**config.mk**
```make
export PLATFORM = sky130hd
export DESIGN_NAME = hazard_sequencer_flat
export DESIGN_NICKNAME = d
export VERILOG_FILES = /design/src/rtl/hazard_sequencer_if.sv /design/src/rtl/hazard_sequencer.sv /design/src/flat_wrapper.sv
export SDC_FILE = /design/constraint.sdc
export NUM_CORES = 1
export LEC_CHECK = 0
export CORE_ASPECT_RATIO = 1.2
export CORE_UTILIZATION = 45
export DETAILED_ROUTE_END_ITERATION = 12
export GPL_TIMING_DRIVEN = 0
export HOLD_SLACK_MARGIN = 0.15
export PLACE_DENSITY = 0.81
export SETUP_SLACK_MARGIN = 0.4
export SLEW_MARGIN = 30
export SYNTH_ARGS = -nofsm -noshare
export SYNTH_HDL_FRONTEND = slang
export SYNTH_SLANG_ARGS = --single-unit
```
**constraint.sdc**
```tcl
create_clock -name clk -period 2.06 [get_ports clk]
set_input_delay 0.412 -clock clk [delete_from_list [all_inputs] [get_ports clk]]
set_output_delay 0.412 -clock clk [all_outputs]
set_load 0.02 [all_outputs]
```
**src/rtl/hazard_sequencer_if.sv**
```systemverilog
// Pipeline hazard control bus: hazard sources in, per-stage stall/flush controls
// and performance counters out.
interface hazard_sequencer_if #(
  parameter int unsigned CNT_W = 32
);
  logic             i_ic_valid;
  logic             i_dc_stall;
  logic             i_ex_mispredict;
  logic             i_ex_is_load;
  logic             i_ex_uses_rw;
  logic [4:0]       i_ex_rw_addr;
  logic             i_dec_uses_rs;
  logic             i_dec_uses_rt;
  logic [4:0]       i_dec_rs_addr;
  logic [4:0]       i_dec_rt_addr;
  logic             i_clr_counters;
  logic             o_if_stall;
  logic             o_i2d_stall;
  logic             o_i2d_flush;
  logic             o_d2e_stall;
  logic             o_d2e_flush;
  logic             o_e2m_stall;
  logic             o_e2m_flush;
  logic             o_m2w_stall;
  logic             o_m2w_flush;
  logic             o_redirect;
  logic [CNT_W-1:0] o_stall_cycles;
  logic [CNT_W-1:0] o_flush_events;

  modport master (
    output i_ic_valid, i_dc_stall, i_ex_mispredict, i_ex_is_load, i_ex_uses_rw,
           i_ex_rw_addr, i_dec_uses_rs, i_dec_uses_rt, i_dec_rs_addr, i_dec_rt_addr,
           i_clr_counters,
    input  o_if_stall, o_i2d_stall, o_i2d_flush, o_d2e_stall, o_d2e_flush, o_e2m_stall,
           o_e2m_flush, o_m2w_stall, o_m2w_flush, o_redirect, o_stall_cycles,
           o_flush_events
  );

  modport slave (
    input  i_ic_valid, i_dc_stall, i_ex_mispredict, i_ex_is_load, i_ex_uses_rw,
           i_ex_rw_addr, i_dec_uses_rs, i_dec_uses_rt, i_dec_rs_addr, i_dec_rt_addr,
           i_clr_counters,
    output o_if_stall, o_i2d_stall, o_i2d_flush, o_d2e_stall, o_d2e_flush, o_e2m_stall,
           o_e2m_flush, o_m2w_stall, o_m2w_flush, o_redirect, o_stall_cycles,
           o_flush_events
  );
endinterface

```
**src/rtl/hazard_sequencer.sv**
```systemverilog
// Five-stage pipeline hazard sequencer: prioritised stall/flush/redirect control
// with saturating stall-cycle and redirect counters.
module hazard_sequencer #(
  parameter int unsigned CNT_W = 32
) (
  input logic               clk,
  input logic               rst_n,
  hazard_sequencer_if.slave bus
);

  typedef enum logic [1:0] {StRun, StMemWait, StRecover} state_e;

  state_e           state_q, state_d;
  logic             mp_pend_q, mp_pend_d;
  logic [CNT_W-1:0] stall_cycles_q, stall_cycles_d;
  logic [CNT_W-1:0] flush_events_q, flush_events_d;

  logic lu;
  logic if_stall, i2d_stall, i2d_flush, d2e_stall, d2e_flush;
  logic e2m_stall, e2m_flush, m2w_stall, m2w_flush, redirect;

  assign lu = bus.i_ex_is_load & bus.i_ex_uses_rw & (bus.i_ex_rw_addr != 5'd0) &
              ((bus.i_dec_uses_rs & (bus.i_dec_rs_addr == bus.i_ex_rw_addr)) |
               (bus.i_dec_uses_rt & (bus.i_dec_rt_addr == bus.i_ex_rw_addr)));

  always_comb begin
    if_stall  = 1'b0;
    i2d_stall = 1'b0;
    i2d_flush = 1'b0;
    d2e_stall = 1'b0;
    d2e_flush = 1'b0;
    e2m_stall = 1'b0;
    e2m_flush = 1'b0;
    m2w_stall = 1'b0;
    m2w_flush = 1'b0;
    redirect  = 1'b0;
    state_d   = StRun;
    mp_pend_d = mp_pend_q;
    // Outputs drop the moment reset asserts, without waiting for a clock edge.
    if (rst_n) begin
      if (bus.i_dc_stall) begin
        if_stall  = 1'b1;
        i2d_stall = 1'b1;
        d2e_stall = 1'b1;
        e2m_stall = 1'b1;
        m2w_flush = 1'b1;
        state_d   = StMemWait;
        if (bus.i_ex_mispredict) mp_pend_d = 1'b1;
      end else if (bus.i_ex_mispredict || mp_pend_q) begin
        redirect  = 1'b1;
        i2d_flush = 1'b1;
        d2e_flush = 1'b1;
        mp_pend_d = 1'b0;
        state_d   = StRecover;
      end else if (state_q == StRecover) begin
        // The synchronous i-cache still hands back the wrong-path word this cycle.
        i2d_flush = 1'b1;
      end else if (lu) begin
        if_stall  = 1'b1;
        i2d_stall = 1'b1;
        d2e_flush = 1'b1;
      end else if (!bus.i_ic_valid) begin
        if_stall  = 1'b1;
        i2d_flush = 1'b1;
      end
    end
  end

  always_comb begin
    stall_cycles_d = stall_cycles_q;
    flush_events_d = flush_events_q;
    if (bus.i_clr_counters) begin
      stall_cycles_d = '0;
      flush_events_d = '0;
    end else begin
      if (if_stall && (stall_cycles_q != '1)) stall_cycles_d = stall_cycles_q + CNT_W'(1);
      if (redirect && (flush_events_q != '1)) flush_events_d = flush_events_q + CNT_W'(1);
    end
  end

  always_ff @(posedge clk or negedge rst_n) begin
    if (!rst_n) begin
      state_q        <= StRun;
      mp_pend_q      <= 1'b0;
      stall_cycles_q <= '0;
      flush_events_q <= '0;
    end else begin
      state_q        <= state_d;
      mp_pend_q      <= mp_pend_d;
      stall_cycles_q <= stall_cycles_d;
      flush_events_q <= flush_events_d;
    end
  end

  assign bus.o_if_stall     = if_stall;
  assign bus.o_i2d_stall    = i2d_stall;
  assign bus.o_i2d_flush    = i2d_flush;
  assign bus.o_d2e_stall    = d2e_stall;
  assign bus.o_d2e_flush    = d2e_flush;
  assign bus.o_e2m_stall    = e2m_stall;
  assign bus.o_e2m_flush    = e2m_flush;
  assign bus.o_m2w_stall    = m2w_stall;
  assign bus.o_m2w_flush    = m2w_flush;
  assign bus.o_redirect     = redirect;
  assign bus.o_stall_cycles = stall_cycles_q;
  assign bus.o_flush_events = flush_events_q;

endmodule

```
**src/flat_wrapper.sv**
```systemverilog
// flat-port wrapper written by rule: the top's interface ports become plain ports
module hazard_sequencer_flat 
#(
  parameter int unsigned CNT_W = 32
)
  (clk, rst_n, bus_i_ic_valid, bus_i_dc_stall, bus_i_ex_mispredict, bus_i_ex_is_load, bus_i_ex_uses_rw, bus_i_ex_rw_addr, bus_i_dec_uses_rs, bus_i_dec_uses_rt, bus_i_dec_rs_addr, bus_i_dec_rt_addr, bus_i_clr_counters, bus_o_if_stall, bus_o_i2d_stall, bus_o_i2d_flush, bus_o_d2e_stall, bus_o_d2e_flush, bus_o_e2m_stall, bus_o_e2m_flush, bus_o_m2w_stall, bus_o_m2w_flush, bus_o_redirect, bus_o_stall_cycles, bus_o_flush_events);
  hazard_sequencer_if #(.CNT_W(CNT_W)) bus_i ();
  input logic clk;
  input logic rst_n;
  input wire logic [$bits(bus_i.i_ic_valid)-1:0] bus_i_ic_valid;
  input wire logic [$bits(bus_i.i_dc_stall)-1:0] bus_i_dc_stall;
  input wire logic [$bits(bus_i.i_ex_mispredict)-1:0] bus_i_ex_mispredict;
  input wire logic [$bits(bus_i.i_ex_is_load)-1:0] bus_i_ex_is_load;
  input wire logic [$bits(bus_i.i_ex_uses_rw)-1:0] bus_i_ex_uses_rw;
  input wire logic [$bits(bus_i.i_ex_rw_addr)-1:0] bus_i_ex_rw_addr;
  input wire logic [$bits(bus_i.i_dec_uses_rs)-1:0] bus_i_dec_uses_rs;
  input wire logic [$bits(bus_i.i_dec_uses_rt)-1:0] bus_i_dec_uses_rt;
  input wire logic [$bits(bus_i.i_dec_rs_addr)-1:0] bus_i_dec_rs_addr;
  input wire logic [$bits(bus_i.i_dec_rt_addr)-1:0] bus_i_dec_rt_addr;
  input wire logic [$bits(bus_i.i_clr_counters)-1:0] bus_i_clr_counters;
  output wire logic [$bits(bus_i.o_if_stall)-1:0] bus_o_if_stall;
  output wire logic [$bits(bus_i.o_i2d_stall)-1:0] bus_o_i2d_stall;
  output wire logic [$bits(bus_i.o_i2d_flush)-1:0] bus_o_i2d_flush;
  output wire logic [$bits(bus_i.o_d2e_stall)-1:0] bus_o_d2e_stall;
  output wire logic [$bits(bus_i.o_d2e_flush)-1:0] bus_o_d2e_flush;
  output wire logic [$bits(bus_i.o_e2m_stall)-1:0] bus_o_e2m_stall;
  output wire logic [$bits(bus_i.o_e2m_flush)-1:0] bus_o_e2m_flush;
  output wire logic [$bits(bus_i.o_m2w_stall)-1:0] bus_o_m2w_stall;
  output wire logic [$bits(bus_i.o_m2w_flush)-1:0] bus_o_m2w_flush;
  output wire logic [$bits(bus_i.o_redirect)-1:0] bus_o_redirect;
  output wire logic [$bits(bus_i.o_stall_cycles)-1:0] bus_o_stall_cycles;
  output wire logic [$bits(bus_i.o_flush_events)-1:0] bus_o_flush_events;
  assign bus_i.i_ic_valid = bus_i_ic_valid;
  assign bus_i.i_dc_stall = bus_i_dc_stall;
  assign bus_i.i_ex_mispredict = bus_i_ex_mispredict;
  assign bus_i.i_ex_is_load = bus_i_ex_is_load;
  assign bus_i.i_ex_uses_rw = bus_i_ex_uses_rw;
  assign bus_i.i_ex_rw_addr = bus_i_ex_rw_addr;
  assign bus_i.i_dec_uses_rs = bus_i_dec_uses_rs;
  assign bus_i.i_dec_uses_rt = bus_i_dec_uses_rt;
  assign bus_i.i_dec_rs_addr = bus_i_dec_rs_addr;
  assign bus_i.i_dec_rt_addr = bus_i_dec_rt_addr;
  assign bus_i.i_clr_counters = bus_i_clr_counters;
  assign bus_o_if_stall = bus_i.o_if_stall;
  assign bus_o_i2d_stall = bus_i.o_i2d_stall;
  assign bus_o_i2d_flush = bus_i.o_i2d_flush;
  assign bus_o_d2e_stall = bus_i.o_d2e_stall;
  assign bus_o_d2e_flush = bus_i.o_d2e_flush;
  assign bus_o_e2m_stall = bus_i.o_e2m_stall;
  assign bus_o_e2m_flush = bus_i.o_e2m_flush;
  assign bus_o_m2w_stall = bus_i.o_m2w_stall;
  assign bus_o_m2w_flush = bus_i.o_m2w_flush;
  assign bus_o_redirect = bus_i.o_redirect;
  assign bus_o_stall_cycles = bus_i.o_stall_cycles;
  assign bus_o_flush_events = bus_i.o_flush_events;
  hazard_sequencer #(.CNT_W(CNT_W)) u_core (.clk(clk), .rst_n(rst_n), .bus(bus_i));
endmodule
```
# Yosys cells after proc, flatten, opt, wreduce, memory -nomap -nowiden
# Cells that the tools add are included.
[word_totals]
in_bits = 25
regBits = 67
elab_cells = 60
[op_classes]
add_sub_neg = 2
mux = 34
n_bitwise = 6
reduce_logical = 8
n_eq_ne = 6
[ops]
columns = ["op", "count"]
rows = [
  ["two-way mux 32 bit", 4],
  ["adder 32 x 1 -> 32 bit, second input constant", 2],
  ["inequality test 32 bit, second input constant", 2],
  ["two-way mux 1 bit", 27],
  ["== test 5 bit", 2],
  ["two-way mux 2 bit", 3],
  ["nonzero test 2 bit", 3],
  ["bitwise AND 1 bit", 5],
  ["nonzero test 5 bit", 1],
  ["AND reduction 3 bit", 1],
  ["== test 2 bit, second input constant", 1],
  ["logical AND 1 bit", 2],
  ["inequality test 2 x 1 -> 1 bit, second input constant", 1],
  ["logical OR 1 bit", 1],
  ["bitwise OR 1 bit", 1],
]

# Logic depth before layout (Yosys ltp)
# Gate-level depths: netlist of run 1.
[depth]
word_depth = 12
mapped_depth = 9

# Worst setup path before layout of run 1
# No wires, ideal clock.
[synth_timing]
path_type = "flip-flop to flip-flop"
startpoint = "reg u_core.stall_cycles_q[0], in the netlist u_core.bus.o_stall_cycles[0]"
endpoint = "reg u_core.stall_cycles_q[1], in the netlist u_core.bus.o_stall_cycles[1]"
t_arrival_ps = 2015
path_stages_with_launch = 10
path_slack_ps = -87
setup_ps = 132
required_time_ps = 1928
period_less_slack_ps = 2147
path_cell_list = "dfrtp_1 > ha_1 > nand2_1 > nor4_4 > nand4_1 > o211ai_2 > buf_2 > buf_4 > mux2i_1 > nor2_1"
[synth_between]
elab_chain_len = 3
[synth_lines]
columns = ["element", "line_no", "rtl"]
rows = [
  ["start: declaration", "hazard_sequencer.sv:15", "logic [CNT_W-1:0] stall_cycles_q, stall_cycles_d;"],
  ["start signal: assignment", "hazard_sequencer.sv:90", "stall_cycles_q <= stall_cycles_d;"],
  ["adder 32 x 1 -> 32 bit / inequality test 32 bit (equally long branches)", "hazard_sequencer.sv:76", "if (if_stall && (stall_cycles_q != '1)) stall_cycles_d = stall_cycles_q + CNT_W'(1);"],
  ["two-way mux 32 bit / logical AND 1 bit (equally long branches)", "hazard_sequencer.sv:76", ""],
  ["two-way mux 32 bit / nonzero test 2 bit (equally long branches)", "n/a", ""],
]
# Several ways; a longest one is shown, not always the timed one. The select of a mux whose other input is x is not followed.
# A chain may end at the register's enable or synchronous reset.

# Worst setup path in the final report of run 1
[layout_timing]
startpoint = "reg u_core.stall_cycles_q[10], in the netlist u_core.bus.o_stall_cycles[10]"
endpoint = "reg u_core.stall_cycles_q[14], in the netlist u_core.bus.o_stall_cycles[14]"
# Same word-level chain as after synthesis.

==> out/metrics.csv, run 1 <==
stage,metric,value,unit
detailed_routing,number of DRC markers in iteration 0,430,
synthesis,Synth Register Bits,67,
timing,Slew Limit Fails,0,
layout,fin area,0.00688,mm2
place,HPWL Detailed,7550,um
synthesis,synth warn,0,
place,gpl congestion,0.881,
floorplan,Die Ht,104,um
global_routing,largest net degree at the start of global routing,38,
detailed_routing,residual DRC count,0,
clock_network,worst-case clock buffer depth,2,
critical_path,startpoint types,flop,
clock_network,total CTS buffers,9,
timing,RSZ-0062 raised after global routing,true,
timing,Fmax,0.434,GHz
layout,"Area growth, synth to finish",78.0,%
synthesis,Synth Flop Type,dfrtp_1,
floorplan,chip width,86.6,um
power,Max IR drop VDD,0.322,mV
layout,"commonest cells after routing, fill and taps aside","79 x buf_4, 55 x dlygate4sd2_1, 48 x nor2_1, 40 x dfrtp_2, 28 x buf_6",
timing,Period minus WS final,2300,ps
power,Power Density,428,mW/mm2
detailed_routing,DR vias,4572,
place,Placed Area,0.00517,mm2
layout,"commonest non-fill, non-tap cell in the layout",buf_4,
power,Leak,0.00301,uW
clock_network,clk root buf,clkbuf_8,
synthesis,cells after synthesis,426,
global_routing,global-route wire length before repair,23300,um
clock_network,htree depth,3,
critical_path,CP max stage delay,430,ps
synthesis,number of synthesized flops with an enable pin,0,
timing,Final Cycle Share,112,%
critical_path,kind of critical path,reg -> reg,
critical_path,critical-path cell list,nand4_1 > nor4_4 > nand4_1 > o211ai_4 > buf_6 > buf_6 > nor4_2 > mux2_2,
timing,final worst slack,-242,ps
min_path,Hold Path Class,in -> reg,
synthesis,Synth cell types,51,
run_status,status,finished with violations,
global_routing,vias in the first global route,4502,
clock_network,CTS sink count,67,
layout,Ant. Diodes,0,
global_routing,overflow left after global routing,0,
critical_path,"Arr. time, crit path",2560,ps
floorplan,row cnt,36,
clock_network,latest clock arrival within the worst-skew pair,380,ps
synthesis,ys async rst share,100,%
critical_path,slowest CP cell,dfrtp_2,
layout,layout cells sized above 1,52.0,%
critical_path,worst endpoint required time,2310,ps
run_status,violated checks,negative setup slack,
timing,Final setup viols,58,
detailed_routing,vias per cell,6.10,
place,Port Buffer Count,95,
detailed_routing,Avg WL per Cell,22.3,um
timing,Final TNS setup,-6620,ps
timing,max_slew headroom,48.2,%
clock_network,CTS tree,built,
critical_path,Crit Path Max Fanout,7,
timing,measured slew at the worst slew-check pin,777,ps
global_routing,initial antenna violation count,0,
detailed_routing,ANT nets after route,0,
floorplan,core outline area,0.00824,mm2
timing,Post-Route Skew,18.8,ps
detailed_routing,Initial DRT Pass Iterations,5,
timing,endpoints failing hold,0,
synthesis,syn_area_per_cell,9.07,um2
floorplan,I/O pin count,99,
layout,fin nets,658,
synthesis,mapped cell area,0.00386,mm2
synthesis,"Seq/Total Area, Yosys",43.4,%
run,max-cap violations,0,
clock_network,Worst-path clk slew,80,ps
detailed_routing,Routed WL,16700,um
floorplan,full die area,0.00896,mm2
floorplan,Starting Density,46.9,%
global_routing,GR Util All Layers,33.6,%
timing,Hold WS,352,ps
critical_path,CP endpoint kind,flop,
[registers in the layout, indices dropped and copies added (netlist names)]
signal,flops
u_core.bus.o_flush_events,32
u_core.bus.o_stall_cycles,32
u_core.state_q,2
u_core.mp_pend_q,1
[routing by layer]
| metal | GRT usage (%) | wire (um) |
|---|---|---|
| met3 | 5.82 | 1160 |
| met5 | 0 | 0 |
| met1 | 39.5 | 6150 |
| met4 | 21.2 | 934 |
| met2 | 56.2 | 8480 |
[per-stage QoR]
stage / std cells / power, uW / setup WS [ps] / utilization, %
after floorplan: 427 / 1490 / 136 / -
after global placement: 636 / 1620 / -3330 / 62.5
after detailed placement: 637 / 1630 / -927 / 62.7
after CTS: 723 / 2850 / -76.4 / 78.2
after global routing: 750 / 3010 / -283 / 83.5
final: 750 / 2940 / -242 / 83.5
[repair_timing]
action,4_1_cts,5_1_grt
hold buffers,2,0
pin swaps,98,53
gates resized for setup,303,85
endpoints found under the hold margin,30,0
setup buffers,61,27
endpoints found under the setup margin,136,83
cloned,7,0
[layout make-up]
type	instances	area, um2
Timing Repair Buffer	193	1720
Clock inverter	2	35.0
Inverter	9	36.3
Multi-Input combinational cell	331	2890
Buffer	20	165
Sequential cell	67	1730
Clock buffer	14	163
Tap cell	114	143
Fill cell	449	1360
[worst max-delay path, delay by kind of cell, from the launching register on]
kind	cells	cell delay, ps
mux	1	290
compound gates	1	290
buf+inv	2	280
simple gates	4	900
flops	1	430
[power by group]
part,switching (uW),internal [uW],total [uW]
sequential,9.01,1320,1330
clock,552,626,1180
combinational,238,197,435
total,798,2150,2940
[logic make-up after synthesis]
kind of cell               Yosys count  synth area share [%]
DFF                                 67                  43.4
other                                1                0.0971
adders and majority gates            2                 0.648
xor gates and xnor gates            41                  9.29
and+or+nand+nor                    219                  31.3
buffers and inverters               29                  3.89
AOI/OAI and AO/OA                   56                  8.26
muxes                               11                  3.14
[cell usage after synthesis (2+ instances only)]
library cell / n / area share (%)
mux2_2: 6 / 1.7
nand2_1: 29 / 2.8
o31a_1: 2 / 0.45
dfrtp_1: 67 / 43
buf_4: 8 / 1.6
clkbuf_1: 8 / 0.78
or3_1: 17 / 2.8
and4_1: 5 / 1.1
o21ai_1: 3 / 0.39
xor2_1: 12 / 2.7
nand4_1: 23 / 3.7
and3_1: 7 / 1.1
buf_2: 3 / 0.39
or2_2: 3 / 0.49
nor2b_1: 8 / 1.3
o21ai_0: 19 / 2.5
ha_1: 2 / 0.65
nor4_1: 10 / 1.6
or4_1: 5 / 0.97
mux2i_1: 2 / 0.52
a21oi_1: 23 / 3.0
mux2_1: 3 / 0.87
xnor2_1: 29 / 6.6
inv_1: 9 / 0.87
nand3_1: 25 / 3.2
nand2b_1: 2 / 0.32
nor3b_1: 2 / 0.39
nor2_1: 54 / 5.2
o31ai_1: 4 / 0.78
nor3_1: 15 / 1.9
[worst paths after layout]
path                                                    start                       endpoint  slack, ps  cells past startpoint
worst max register to register  u_core.bus.o_stall_cycles[10]  u_core.bus.o_stall_cycles[14]       -240                      8
worst max-delay path            u_core.bus.o_stall_cycles[10]  u_core.bus.o_stall_cycles[14]       -240                      8
max in group asynchronous                               rst_n  u_core.bus.o_flush_events[17]       1120                      3
worst min-delay path                                    rst_n               u_core.mp_pend_q        350                      3
worst min register to register  u_core.bus.o_flush_events[22]  u_core.bus.o_flush_events[22]        570                      2
min in group asynchronous                               rst_n  u_core.bus.o_stall_cycles[16]        700                      3
No activity file was read; power rests on OpenSTA's default activity.
==> run 2, diff against run 1 <==
--- a/config.mk
+++ b/config.mk
@@ -5,6 +5,7 @@
 export SDC_FILE = /design/constraint.sdc
 export NUM_CORES = 1
 export LEC_CHECK = 0
+export CAP_MARGIN = 40
 export CORE_ASPECT_RATIO = 1.2
 export CORE_UTILIZATION = 45
 export DETAILED_ROUTE_END_ITERATION = 12
==> out/metrics.csv, run 2 (synthesis results as in run 1) <==
stage,metric,value,unit,change
place,DP Cell Count,637,,unchanged
timing,final worst slack,-242,ps,unchanged
timing,Hold WS,352,ps,unchanged
timing,measured slew at the worst slew-check pin,777,ps,unchanged
clock_network,CTS sink count,67,,unchanged
run_status,status,finished with violations,,
clock_network,latest clock arrival within the worst-skew pair,380,ps,about the same
timing,Final TNS setup,-6620,ps,unchanged
power,Leak,0.00301,uW,unchanged
clock_network,Worst-path clk slew,80,ps,about the same
timing,Final Cycle Share,112,%,unchanged
layout,"commonest non-fill, non-tap cell in the layout",buf_4,,
power,Total Power,2940,uW,unchanged
clock_network,CTS tree,built,,
global_routing,vias in the first global route,4502,,unchanged
floorplan,Die Ht,104,um,unchanged
critical_path,Crit Path Max Fanout,7,,unchanged
power,Power Density,428,mW/mm2,unchanged
critical_path,CP max stage delay,430,ps,about the same
detailed_routing,residual DRC count,0,,unchanged
run,max-cap violations,0,,unchanged
detailed_routing,ANT nets after route,0,,unchanged
layout,Post-Layout Cell Count,750,,unchanged
timing,Period minus WS final,2300,ps,unchanged
min_path,Worst Hold End,u_core.mp_pend_q,,
detailed_routing,Initial DRT Pass Iterations,5,,unchanged
clock_network,clk root buf,clkbuf_8,,
clock_network,worst-case clock buffer depth,2,,unchanged
floorplan,I/O pin count,99,,unchanged
critical_path,worst endpoint required time,2310,ps,about the same
place,gpl congestion,0.881,,unchanged
clock_network,total CTS buffers,9,,unchanged
timing,endpoints failing hold,0,,unchanged
global_routing,overflow left after global routing,0,,unchanged
layout,fin nets,658,,unchanged
global_routing,global-route wire length before repair,23300,um,unchanged
critical_path,CP endpoint kind,flop,,
run_status,violated checks,negative setup slack,,
timing,RSZ-0062 raised after global routing,true,,
timing,max_slew headroom,48.2,%,unchanged
floorplan,core outline area,0.00824,mm2,unchanged
detailed_routing,DR vias,4572,,unchanged
layout,# fillers,449,,unchanged
min_path,start point of the worst hold path,rst_n,,
detailed_routing,number of DRC markers in iteration 0,430,,unchanged
min_path,Hold Path Depth,3,,unchanged
critical_path,r2r setup slk,-240,ps,about the same
timing,Fmax,0.434,GHz,unchanged
detailed_routing,Routed WL,16700,um,unchanged
floorplan,row cnt,36,,unchanged
global_routing,initial antenna violation count,0,,unchanged
detailed_routing,Avg WL per Cell,22.3,um,unchanged
critical_path,R2R Path End,u_core.bus.o_stall_cycles[14],,
critical_path,"Arr. time, crit path",2560,ps,about the same
critical_path,startpoint types,flop,,
layout,layout cells sized above 1,52.0,%,unchanged
layout,Ant. Diodes,0,,unchanged
global_routing,largest net degree at the start of global routing,38,,unchanged
floorplan,chip width,86.6,um,unchanged
place,HPWL Detailed,7550,um,unchanged
layout,"Area growth, synth to finish",78.0,%,unchanged
critical_path,slowest CP cell,dfrtp_2,,
critical_path,RR Startpoint,u_core.bus.o_stall_cycles[10],,
layout,"commonest cells after routing, fill and taps aside","79 x buf_4, 55 x dlygate4sd2_1, 48 x nor2_1, 40 x dfrtp_2, 28 x buf_6",,
timing,Final setup viols,58,,unchanged
critical_path,Register-to-Register Path Depth,8,,unchanged
critical_path,critical-path cell list,nand4_1 > nor4_4 > nand4_1 > o211ai_4 > buf_6 > buf_6 > nor4_2 > mux2_2,,
place,Port Buffer Count,95,,unchanged
timing,Slew Limit Fails,0,,unchanged
critical_path,kind of critical path,reg -> reg,,
min_path,Hold Path Class,in -> reg,,
global_routing,GR Util All Layers,33.6,%,unchanged
floorplan,full die area,0.00896,mm2,unchanged
clock_network,htree depth,3,,unchanged
timing,Post-Route Skew,18.8,ps,unchanged
detailed_routing,vias per cell,6.10,,unchanged
floorplan,Starting Density,46.9,%,unchanged
power,Max IR drop VDD,0.322,mV,unchanged
==> run 2: cell counts in the layout (fill, tap and decap cells not counted) <==
No cell type changed its count.
==> run 2: where the power goes <==
part	switching [uW]	internal, uW	leakage (uW)
registers	9.01	1320	0.000865
clock network	552	626	0.000101
logic	238	197	0.00205
==> run 2: routing by layer <==
metal	global-route usage [%]	share of wire (%)	vias to the layer above	routed length (um)
met5	0	0	-	0
met4	21.2	5.6	0	934
met3	5.82	6.9	87	1160
met2	56.2	51	281	8480
met1	39.5	37	2259	6150
li1	-	-	1945	-
==> run 2: critical path, delay by kind of cell, from the launching register on <==
kind            cells  cell delay [ps]
compound gates      1              290
mux                 1              290
simple gates        4              900
flops               1              430
buf+inv             2              280
==> run 2: worst max path at each step <==
| stage | start | end | slack (ps) | cells past startpoint |
|---|---|---|---|---|
| after floorplan | u_core.bus.o_flush_events[17] | u_core.bus.o_flush_events[6] | 140 | 7 |
| after global placement | rst_n | u_core.bus.o_stall_cycles[25] | -3330 | 9 |
| after detailed placement | bus_i_ex_rw_addr[0] | bus_o_i2d_flush | -930 | 7 |
| after CTS | bus_i_ex_rw_addr[3] | bus_o_i2d_flush | -80 | 7 |
| after global routing | u_core.bus.o_stall_cycles[11] | u_core.bus.o_stall_cycles[14] | -280 | 8 |
| final | u_core.bus.o_stall_cycles[10] | u_core.bus.o_stall_cycles[14] | -240 | 8 |
==> run 2: what timing repair did <==
action / CTS / global route
setup endpoints to repair: 136 / 83
buffers inserted: 61 / 27
pin swaps: 98 / 53
gates resized for setup: 303 / 85
hold endpoints to repair: 30 / 0
hold buffers: 2 / 0
cloned: 7 / 0
==> run 2: layout make-up <==
cell class / count / area, um2 / share of cell area [%]
multi-input combinational: 331 / 2890 / 42.0
sequential: 67 / 1730 / 25.1
clock buffer: 14 / 163 / 2.36
timing repair buffer: 193 / 1720 / 25.0
buffer: 20 / 165 / 2.40
inverter: 9 / 36.3 / 0.527
clock inverter: 2 / 35.0 / 0.509
tap: 114 / 143 / 2.07
==> run 2: metrics by stage <==
stage / instance area [um2] / utilization, % / setup WS [ps]
2_1_floorplan: 4060 / - / 136
3_3_place_gp: 5150 / 62.5 / -3330
3_5_place_dp: 5170 / 62.7 / -927
4_1_cts: 6450 / 78.2 / -76.4
5_1_grt: 6880 / 83.5 / -283
6_report: 6880 / 83.5 / -242
==> run 3, diff against run 2 <==
--- a/config.mk
+++ b/config.mk
@@ -5,7 +5,6 @@
 export SDC_FILE = /design/constraint.sdc
 export NUM_CORES = 1
 export LEC_CHECK = 0
-export CAP_MARGIN = 40
 export CORE_ASPECT_RATIO = 1.2
 export CORE_UTILIZATION = 45
 export DETAILED_ROUTE_END_ITERATION = 12
==> results of run 3 <==
Same layout as run 1: the final DEF is identical, and so are final timing and power.
==> RTL edit (config.mk and constraints of run 2) <==
The 3 states of `state_e` get a one-hot encoding in 3 bits.
--- a/src/rtl/hazard_sequencer.sv
+++ b/src/rtl/hazard_sequencer.sv
@@ -9,5 +9,5 @@
 );
 
-  typedef enum logic [1:0] {StRun, StMemWait, StRecover} state_e;
+  typedef enum logic [2:0] {StRun = 3'b001, StMemWait = 3'b010, StRecover = 3'b100} state_e;
 
   state_e           state_q, state_d;
Check against the original RTL: same outputs for any inputs over 10 cycles, from zero or initial values and one cycle with rst_n low; not proved beyond that.
==> RTL edit against run 2 <==
The run still ends with negative setup slack left. Cell area is 2.8% lower. Count of clock-buffer cells in the layout did not move. Worst setup slack worse by 0.043 ns. Sequential share of layout area rose by 1.1 points. Total power shrank 3.4%. Sequential cell count is 1 higher. Clock skew decreased by 0.0044 ns. Synthesized area about the same. Synthesized cell count down 0.70%. Maximum frequency fell by 1.8%. Die area hardly changed. Cell count is 2.3% lower. Routed wire length is 1.2% lower. Critical path type unchanged. Critical endpoint is now u_core.bus.o_stall_cycles[2]. Largest cell class unchanged.
==> RTL edit: results (changes against run 2) <==
\begin{tabular}{lr}
\hline
Metric & Value \\
\hline
\multicolumn{2}{l}{\textbf{Setup path}} \\
Reg2Reg Capture Point & u\_core.bus.o\_stall\_cycles[2] \\
Worst-case reg-to-reg path depth & 9 (+1) \\
Cell with the biggest individual delay on the critical path & sky130\_fd\_sc\_hd\_\_dfstp\_2 \\
Reg-to-reg critical path startpoint & u\_core.state\_q[0] \\
R2R setup slack & -0.29 ns (-0.04 ns) \\
Max FO, Critical Path & 6 (-1) \\
\multicolumn{2}{l}{\textbf{Timing}} \\
Final Skew & 0.0144 ns (-0.00440 ns) \\
Worst hold margin & 0.339 ns (-0.0127 ns) \\
Worst setup slack after layout & -0.285 ns (-0.0433 ns) \\
Endpoints failing setup & 37 (-36\%) \\
\multicolumn{2}{l}{\textbf{Synth}} \\
Synth unique cells & 45 (-12\%) \\
Xor/xnor cell area share of the yosys netlist & 0.0771 (-0.0158) \\
Fraction of the mapped netlist area in compound gates & 0.125 (+0.0425) \\
Ranking of synthesized cells by area & sky130\_fd\_sc\_hd\_\_dfrtp\_1, sky130\_fd\_sc\_hd\_\_a21oi\_1, sky130\_fd\_sc\_hd\_\_xor2\_1 \\
Post-Syn Area per Cell & 9.13 um2 (+0.61\%) \\
\multicolumn{2}{l}{\textbf{Power and ir drop}} \\
Leakage power of the design & 3.00 nW (-0.57\%) \\
Total Power & 2.84 mW (-3.4\%) \\
Part of the total power dissipated in combinational logic & 0.156 (+0.008) \\
\multicolumn{2}{l}{\textbf{Placement}} \\
Worst Setup Slack post-DPL & -1.18 ns (-0.250 ns) \\
Detailed Place HPWL & 7.51 mm (-0.48\%) \\
Routability congestion estimate & 0.834 (-5.3\%) \\
Number of input and output port buffers inserted & 96 (+1.1\%) \\
\multicolumn{2}{l}{\textbf{Clock network}} \\
Post-CTS setup buffers & 34 (-44\%) \\
\multicolumn{2}{l}{\textbf{Final layout}} \\
Sequential cell area & 1750 um2 (+1.5\%) \\
Filler Cell Count & 442 (-1.6\%) \\
Share of final-layout standard cells stronger than drive strength 1 & 0.473 (-0.0471) \\
Post-route design area & 6690 um2 (-2.8\%) \\
\multicolumn{2}{l}{\textbf{Global route}} \\
Largest net degree at the start of global routing & 27 (-29\%) \\
Global router's overall resource usage & 0.311 (-0.0257) \\
\multicolumn{2}{l}{\textbf{Run status}} \\
Status & finished with violations \\
Failing checks & negative setup slack \\
\multicolumn{2}{l}{\textbf{Route}} \\
DR vias & 4749 (+3.9\%) \\
\hline
\end{tabular}
==> RTL edit: cell types whose count changed after synthesis, moves of 5 or more <==
cell                      change
sky130_fd_sc_hd__or3_1        +5
sky130_fd_sc_hd__or4_1        +9
sky130_fd_sc_hd__xor2_1       +7
sky130_fd_sc_hd__nor4_1       -8
sky130_fd_sc_hd__mux2_2       -6
sky130_fd_sc_hd__and3_1       +9
sky130_fd_sc_hd__nor3_1       -6
sky130_fd_sc_hd__o31ai_1     +11
sky130_fd_sc_hd__a21oi_1     +16
sky130_fd_sc_hd__nand2_1      -5
sky130_fd_sc_hd__nor2_1      -18
sky130_fd_sc_hd__xnor2_1     -14
==> RTL edit: routing by layer <==
layer  share of wire  global-route usage  vias up
met3           0.087              0.0667      121
met1            0.36               0.351     2301
met2            0.49               0.560      384
met5               0                   0        -
met4           0.058               0.149        0
li1                -                   -     1943
